--- src/rtl/piso_rr_scheduler_if.sv ---
// Requester handshakes plus serial/status outputs of the round-robin PISO scheduler.
interface piso_rr_scheduler_if #(parameter int WIDTH = 4);
  logic             req0_valid, req1_valid;
  logic [WIDTH-1:0] req0_data, req1_data;
  logic             req0_ready, req1_ready;
  logic             serial_data_out, serial_valid, serial_owner, busy;
  logic [7:0]       grant_count0, grant_count1;

  modport master (
    output req0_valid, req0_data, req1_valid, req1_data,
    input  req0_ready, req1_ready, serial_data_out, serial_valid, serial_owner, busy,
           grant_count0, grant_count1
  );

  modport slave (
    input  req0_valid, req0_data, req1_valid, req1_data,
    output req0_ready, req1_ready, serial_data_out, serial_valid, serial_owner, busy,
           grant_count0, grant_count1
  );
endinterface

--- src/rtl/piso_rr_scheduler.sv ---
// Two-requester round-robin arbiter feeding one LSB-first right-shift serializer.
module piso_rr_scheduler #(
  parameter int WIDTH = 4
) (
  input logic clk,
  input logic reset,
  piso_rr_scheduler_if.slave bus
);
  localparam int CW = $clog2(WIDTH);

  typedef enum logic {IDLE = 1'b0, SHIFT = 1'b1} state_t;

  state_t                 state, state_nxt;
  logic [WIDTH-1:0]       shreg;
  logic [CW-1:0]          cnt;
  logic                   last_grant, owner;
  logic [1:0][7:0]        gcnt;
  logic [1:0]             vld, rdy;
  logic [1:0][WIDTH-1:0]  data;
  logic                   last_bit, open, win, xfer;

  assign vld  = {bus.req1_valid, bus.req0_valid};
  assign data = {bus.req1_data, bus.req0_data};

  assign last_bit = (cnt == CW'(WIDTH - 1));
  assign open     = (state == IDLE) || (state == SHIFT && last_bit);
  // On a tie the requester that did not win last time gets the slot.
  assign win      = (vld[0] & vld[1]) ? ~last_grant : vld[1];
  assign xfer     = reset & open & (|vld);
  assign rdy      = {xfer & win, xfer & ~win};

  assign bus.req0_ready   = rdy[0];
  assign bus.req1_ready   = rdy[1];
  assign bus.serial_owner = owner;
  assign bus.grant_count0 = gcnt[0];
  assign bus.grant_count1 = gcnt[1];

  always_ff @(posedge clk or negedge reset) begin
    if (!reset) state <= IDLE;
    else        state <= state_nxt;
  end

  always_comb begin
    state_nxt = state;
    case (state)
      IDLE:    if (xfer) state_nxt = SHIFT;
      SHIFT:   if (last_bit && !xfer) state_nxt = IDLE;
      default: state_nxt = IDLE;
    endcase
  end

  always_comb begin
    bus.busy            = (state == SHIFT);
    bus.serial_valid    = (state == SHIFT);
    bus.serial_data_out = (state == SHIFT) & shreg[0];
  end

  always_ff @(posedge clk or negedge reset) begin
    if (!reset) begin
      shreg      <= '0;
      cnt        <= '0;
      last_grant <= 1'b1;
      owner      <= 1'b0;
    end else if (xfer) begin
      shreg      <= data[win];
      cnt        <= '0;
      last_grant <= win;
      owner      <= win;
    end else if (state == SHIFT) begin
      if (!last_bit) begin
        shreg <= shreg >> 1;
        cnt   <= cnt + 1'b1;
      end else begin
        shreg <= '0;
        cnt   <= '0;
      end
    end
  end

  for (genvar g = 0; g < 2; g++) begin : g_cnt
    always_ff @(posedge clk or negedge reset) begin
      if (!reset)      gcnt[g] <= '0;
      else if (rdy[g]) gcnt[g] <= gcnt[g] + 8'd1;
    end
  end
endmodule

--- src/flat_wrapper.sv ---
// flat-port wrapper written by rule: the top's interface ports become plain ports
module piso_rr_scheduler_flat 
#(
  parameter int WIDTH = 4
)
  (clk, reset, bus_req0_valid, bus_req0_data, bus_req1_valid, bus_req1_data, bus_req0_ready, bus_req1_ready, bus_serial_data_out, bus_serial_valid, bus_serial_owner, bus_busy, bus_grant_count0, bus_grant_count1);
  piso_rr_scheduler_if #(.WIDTH(WIDTH)) bus_i ();
  input logic clk;
  input logic reset;
  input wire logic [$bits(bus_i.req0_valid)-1:0] bus_req0_valid;
  input wire logic [$bits(bus_i.req0_data)-1:0] bus_req0_data;
  input wire logic [$bits(bus_i.req1_valid)-1:0] bus_req1_valid;
  input wire logic [$bits(bus_i.req1_data)-1:0] bus_req1_data;
  output wire logic [$bits(bus_i.req0_ready)-1:0] bus_req0_ready;
  output wire logic [$bits(bus_i.req1_ready)-1:0] bus_req1_ready;
  output wire logic [$bits(bus_i.serial_data_out)-1:0] bus_serial_data_out;
  output wire logic [$bits(bus_i.serial_valid)-1:0] bus_serial_valid;
  output wire logic [$bits(bus_i.serial_owner)-1:0] bus_serial_owner;
  output wire logic [$bits(bus_i.busy)-1:0] bus_busy;
  output wire logic [$bits(bus_i.grant_count0)-1:0] bus_grant_count0;
  output wire logic [$bits(bus_i.grant_count1)-1:0] bus_grant_count1;
  assign bus_i.req0_valid = bus_req0_valid;
  assign bus_i.req0_data = bus_req0_data;
  assign bus_i.req1_valid = bus_req1_valid;
  assign bus_i.req1_data = bus_req1_data;
  assign bus_req0_ready = bus_i.req0_ready;
  assign bus_req1_ready = bus_i.req1_ready;
  assign bus_serial_data_out = bus_i.serial_data_out;
  assign bus_serial_valid = bus_i.serial_valid;
  assign bus_serial_owner = bus_i.serial_owner;
  assign bus_busy = bus_i.busy;
  assign bus_grant_count0 = bus_i.grant_count0;
  assign bus_grant_count1 = bus_i.grant_count1;
  piso_rr_scheduler #(.WIDTH(WIDTH)) u_core (.clk(clk), .reset(reset), .bus(bus_i));
endmodule
--- config.mk ---
export PLATFORM = sky130hd
export DESIGN_NAME = piso_rr_scheduler_flat
export DESIGN_NICKNAME = d
export VERILOG_FILES = /design/src/rtl/piso_rr_scheduler_if.sv /design/src/rtl/piso_rr_scheduler.sv /design/src/flat_wrapper.sv
export SDC_FILE = /design/constraint.sdc
export NUM_CORES = 1
export LEC_CHECK = 0
export ABC_AREA = 1
export BUFFER_PORTS_ARGS = -buffer_cell sky130_fd_sc_hd__buf_2
export CAP_MARGIN = 10
export CORE_UTILIZATION = 47
export CTS_BUF_LIST = sky130_fd_sc_hd__clkbuf_16
export CTS_CLUSTER_DIAMETER = 30
export CTS_CLUSTER_SIZE = 28
export DETAILED_ROUTE_END_ITERATION = 6
export PLACE_DENSITY_LB_ADDON = 0.1
export REMOVE_ABC_BUFFERS = 1
export SYNTH_ARGS = -nofsm -noshare
export SYNTH_HDL_FRONTEND = slang
export SYNTH_SLANG_ARGS = --single-unit
--- constraint.sdc ---
create_clock -name clk -period 1.95 [get_ports clk]
set_input_delay 0.195 -clock clk [delete_from_list [all_inputs] [get_ports clk]]
set_output_delay 0.195 -clock clk [all_outputs]
set_load 0.03 [all_outputs]
[After elaboration in Yosys (flattened, before gate mapping)]
Index checks and enable logic that the tools add are counted.
Operators by class
  equal/unequal tests: 1
  bitwise gates (word level): 9
  mux-type cells: 12
  reduce and logical (&&, ||, !) cells: 6
  $lt $le $gt $ge: 1
  add/subtract/negate cells: 3
Operators with widths (number)
  8-bit by 1-bit adder with 8-bit output, second input constant: 2
  4-bit 2-to-1 mux: 4
  1-bit AND: 6
  2-bit 2-to-1 mux: 3
  1-bit 2-to-1 mux: 3
  3-bit 2-to-1 mux: 1
  1-bit NOT: 3
  2-bit by 1-bit adder with 2-bit output, second input constant: 1
  2-bit equality test, second input constant: 1
  1-bit logical AND: 2
  1-bit by 2-bit less-than comparator with 1-bit output, second input constant: 1
  1-bit case mux with 2 select lines: 1
  2-bit nonzero test: 1
  2-bit OR reduction: 1
  1-bit zero test: 1
  1-bit logical OR: 1
Storage, ports and cells
  word-level logic and storage cells: 39
  output and inout bits: 22
  register bits: 25
  bits of input ports: 12

[Logic depth before layout (Yosys ltp)]
  word-level depth: 9
  depth in mapped cells: 8
  depth with buffers taken out: 8

[Worst setup path after synthesis]
No wires, ideal clock.
  kind: flip-flop to flip-flop
  start: register u_core.gcnt, in the netlist u_core.bus.grant_count1[0]
  end: register u_core.gcnt, in the netlist u_core.bus.grant_count1[4]
  setup slack: 0.608 ns
  data required time: 1.821 ns
  stages on the path, launching flop included: 6
  arrival: 1.213 ns
  clock period less this slack: 1.342 ns
  buffers on the path: 0
  setup time: 0.129 ns
  cell sequence: dfrtp_1 > ha_1 > nand3_1 > xor2_1 > nand2_1 > o21ai_0
Between the ends
  cells in the longest elaborated chain, start to end: 1
Ends and longest elaborated chain
  from (decl): line piso_rr_scheduler.sv:17  | logic [1:0][7:0] gcnt;
  from (signal, indexed assignment): line piso_rr_scheduler.sv:83  | else if (rdy[g]) gcnt[g] <= gcnt[g] + 8'd1;
  8-bit by 1-bit adder with 8-bit output: line piso_rr_scheduler.sv:83
No other way between the ends.
A chain may end at the register's enable or synchronous reset.

[Worst setup path after layout]
  start: input port reset
  end: output port bus_req1_ready
Between the ends
  cells in the longest elaborated chain, start to end: 3
Ends and longest elaborated chain
  from (decl): line flat_wrapper.sv:9  | input logic reset;
  1-bit AND (2 in a row): line piso_rr_scheduler.sv:29  | assign xfer = reset & open & (|vld);
  1-bit AND: line piso_rr_scheduler.sv:30  | assign rdy = {xfer & win, xfer & ~win};
  to (decl): line flat_wrapper.sv:15  | output wire logic [$bits(bus_i.req1_ready)-1:0] bus_req1_ready;
No other way between the ends.

==> impl_results.rst <==
.. list-table::
   :header-rows: 1

   * - Metric
     - Value
   * - Total Neg Setup Slack
     - 0 ps
   * - Vias after detailed routing
     - 1319
   * - Combinational cell fraction of total power
     - 44.2%
   * - Total Die Area
     - 3310 sq um
   * - Starting density of the core
     - 51.3%
   * - Root buffer selected by CTS
     - sky130_fd_sc_hd__clkbuf_16
   * - Global routing met3 resource utilization
     - 4.08%
   * - Critical Path Source Type
     - input pin
   * - Endpoint kind of the worst setup timing path
     - output pin
   * - RSZ-0062 raised after global routing
     - false
   * - H-tree depth reported by CTS
     - 1
   * - Critical Path Slowest Stage Cell
     - sky130_fd_sc_hd__dlygate4sd3_1
   * - Number of instances in the placed design
     - 262
   * - Number of DRC violations after detailed routing
     - 3
   * - GP Congestion
     - 0.860
   * - Met2 track demand over resource
     - 36.0%
   * - Power per cell area
     - 1370 nW/um^2
   * - Violated checks
     - DRC
   * - Area growth from synthesis to layout
     - 20.2%
   * - Core outline area
     - 2830 sq um
   * - Vias per std cell
     - 4.94
   * - Pin slew with the least headroom to its limit
     - 292 ps
   * - Number of buffers inserted by post-CTS setup repair
     - 0
   * - Largest net degree at the start of global routing
     - 18
   * - Number of distinct library cells after synthesis
     - 21
   * - Ranking of synthesized cells by instance count
     - sky130_fd_sc_hd__nand2_1, sky130_fd_sc_hd__inv_1, sky130_fd_sc_hd__dfrtp_1
   * - Largest area contributor in the synthesized netlist
     - sky130_fd_sc_hd__dfrtp_1
   * - Worst Skew
     - 3.25 ps
   * - Synth Instances
     - approximately 200
   * - Worst EP required
     - 1750 ps
   * - Leakage power
     - 1.03 nW
   * - Clock-pin slew reported for the worst setup and hold paths after clock tree synthesis
     - approximately 60 ps
   * - Count of yosys warnings during synthesis
     - 0
   * - Maximum number of buffers from clock root to sink
     - 2
   * - Post-synthesis sequential element count
     - 25
   * - Number of standard cells in the final layout excluding fillers
     - around 270
   * - Number of global-route vias before repair
     - 1200
   * - Placed wire-length estimate
     - 2.33 mm
   * - Final critical delay including setup and external delays
     - 1840 ps
   * - Final routed wirelength across all metal layers
     - 3.06 mm
   * - Type of the most critical hold path
     - input pin to flip-flop
   * - Ys flop type
     - sky130_fd_sc_hd__dfrtp_1
   * - Worst-Skew Late Latency
     - 260 ps
   * - Crit path largest cell delay
     - 520 ps
   * - Maximum fanout count along the critical path
     - 12
   * - Arrival time of data at the critical path endpoint
     - 1640 ps
   * - Initial antenna violation count
     - 0
   * - Period utilisation layout
     - a little over nine tenths
   * - Core Util, Final
     - 61.7%
   * - Number of synthesized flops with an enable pin
     - 0
   * - Post-Synthesis Cell Area
     - approximately 1500 sq um
   * - Standard-cell row count
     - 19
   * - Synth top area share
     - 41.4%
   * - Worst path most repeated cell
     - sky130_fd_sc_hd__buf_2
   * - Class of the most critical setup path
     - input pin to output pin
   * - Cell Int Power
     - around 1.3 mW
   * - Buffering stage count on the worst path with inverters included
     - 3
   * - Ordered cell list for the critical path
     - dlygate4sd3_1 -> buf_2 -> nand3_4 -> nor2_8 -> buf_2
   * - Fraction of power consumed by the clock network
     - a little under a fifth
   * - Port Buf Inserts
     - 33
   * - Result of the run
     - finished with violations
   * - Pre-CTS setup slack
     - 396 ps
   * - Most congested layer reported by global routing
     - met2
   * - Final worst-path setup slack
     - 112 ps
   * - Number of I/O pins
     - 34
   * - Clock sink total
     - 25
   * - Portion of the post-synthesis area used by sequential elements
     - 43.2%
   * - Final Slew Violations
     - 0
   * - Maxcap violations
     - 0
   * - Most area-consuming cells after synthesis
     - sky130_fd_sc_hd__dfrtp_1, sky130_fd_sc_hd__nand2_1, sky130_fd_sc_hd__inv_1
   * - Final Hold Viols
     - 0
   * - Worst max-slew margin expressed relative to the limit
     - roughly four fifths
   * - Initial detailed-routing violation count
     - 53
   * - Cell with the most instances after synthesis
     - sky130_fd_sc_hd__nand2_1
   * - Net switching fraction of the power
     - between 40% and 50%
   * - Antenna cell count
     - 0
   * - Gr usage total
     - 21.0%
   * - WL per Instance
     - 11.5 um
   * - Number of antenna-violating nets in the routed design
     - 0
   * - First-pass detailed-route iteration total
     - 6
   * - Top cell family by delay on the critical path
     - buffers and inverters
   * - Layout cells sized above 1
     - 20.8%
   * - Total of endpoints with negative setup slack in the final report
     - 0
   * - Met1 track demand over resource
     - around 27%
   * - Post-layout nets
     - 252
   * - Async S/R FF share, synth
     - 100%
   * - Switching power total
     - ~1.1 mW
   * - Width of the chip
     - 57.6 um
   * - Maximum VDD drop
     - 0.687 mV
   * - Overall die height
     - 57.6 um
   * - Num CTS Buffers
     - 3
   * - Wire length of the first global-routing pass
     - 5.25 mm
   * - CTS tree
     - yes
   * - Syn avg cell area
     - 7.33 sq um
   * - Reg power frac
     - around 37%
   * - F_max
     - 0.544 GHz
   * - Aggregate global routing overflow
     - 0
-- layer usage --
metal  wire length [um]  part of all wire (%)  vias up
li1                   -                     -      683
met1               1460                    48      604
met2               1470                    48       30
met3                113                   3.7        2
met4                 19                  0.62        0
met5                  0                     0        -
-- worst paths after layout --
kind | slack [ps] | depth (start not counted) | to | startpoint
setup / recovery | 110 | 5 | bus_req1_ready | reset
hold / removal | 270 | 5 | u_core.shreg[3] | bus_req0_data[3]
setup reg to reg | 490 | 8 | u_core.bus.grant_count1[7] | u_core.cnt[0]
hold reg to reg | 470 | 2 | u_core.last_grant | u_core.last_grant
max in group asynchronous | 1080 | 3 | u_core.bus.grant_count0[7] | reset
min in group asynchronous | 350 | 2 | u_core.shreg[1] | reset
-- worst reg2reg max path: cells and delay by family, from the launching register on --
| kind | cells | cell delay (ps) |
|---|---|---|
| buffers and inverters | 1 | 60 |
| and+or+nand+nor | 6 | 690 |
| adders and majority gates | 1 | 210 |
| DFF | 1 | 370 |
-- timing repair --
action                                 in CTS  in global routing
hold buffers                                1                  0
endpoints found under the hold margin       7                  0
gates resized for setup                     0                  0
-- kinds of logic after synthesis --
| logic type | after synthesis | share of synthesized area [%] |
|---|---|---|
| flip-flops | 25 | 43.2 |
| AND/OR/NAND/NOR | 122 | 38.4 |
| adder cells (fa/ha/maj) | 3 | 2.59 |
| buffers and inverters | 29 | 7.76 |
| XOR/XNOR | 6 | 3.62 |
| AO/OA/AOI/OAI | 13 | 4.48 |
-- placed cells by master (no fill, tap or decap), types with 4 or more instances in the layout --
cell,count
sky130_fd_sc_hd__nand2_1,87
sky130_fd_sc_hd__buf_2,33
sky130_fd_sc_hd__inv_1,27
sky130_fd_sc_hd__dfrtp_1,24
sky130_fd_sc_hd__nand3_1,12
sky130_fd_sc_hd__o21ai_0,8
sky130_fd_sc_hd__nor2_1,8
sky130_fd_sc_hd__nand2_2,4
sky130_fd_sc_hd__nand4_1,4
sky130_fd_sc_hd__xor2_1,4
-- through the flow --
step / power [mW] / hold WS (ps) / area [sq um]
2_1_floorplan: 1.64 / -101 / 1440
3_3_place_gp: 1.91 / 87.4 / 1660
3_5_place_dp: 1.94 / 94.0 / 1660
4_1_cts: 2.40 / 262 / 1740
5_1_grt: 2.57 / 278 / 1740
6_report: 2.38 / 273 / 1740
-- sequential cells by signal (all words and copies together), names as in the netlist --
name / flops
u_core.bus.busy: 1
u_core.bus.grant_count0: 8
u_core.cnt: 2
u_core.bus.grant_count1: 8
u_core.last_grant: 1
u_core.shreg: 4
u_core.bus.serial_owner: 1
-- cell type report --
type / count / area [sq um]
clock buffers: 3 / 75.1
clock inverters: 1 / 3.75
fillers: 265 / 1080
inverters: 28 / 105
multi-input cells: 144 / 712
flip-flops and latches: 25 / 627
well taps: 31 / 38.8
repair buffers: 35 / 183
-- power by group through the flow --
| stage | Sequential (mW) | Clock [mW] | Combinational (mW) |
|---|---|---|---|
| detailed placement | 0.892 | 0 | 1.05 |
| floorplan | 1.10 | 0 | 0.545 |
| CTS | 0.884 | 0.456 | 1.06 |
| global placement | 0.881 | 0 | 1.03 |
| global route | 0.927 | 0.477 | 1.17 |
| finish | 0.883 | 0.449 | 1.05 |
Power figures use the tool's default switching activity.
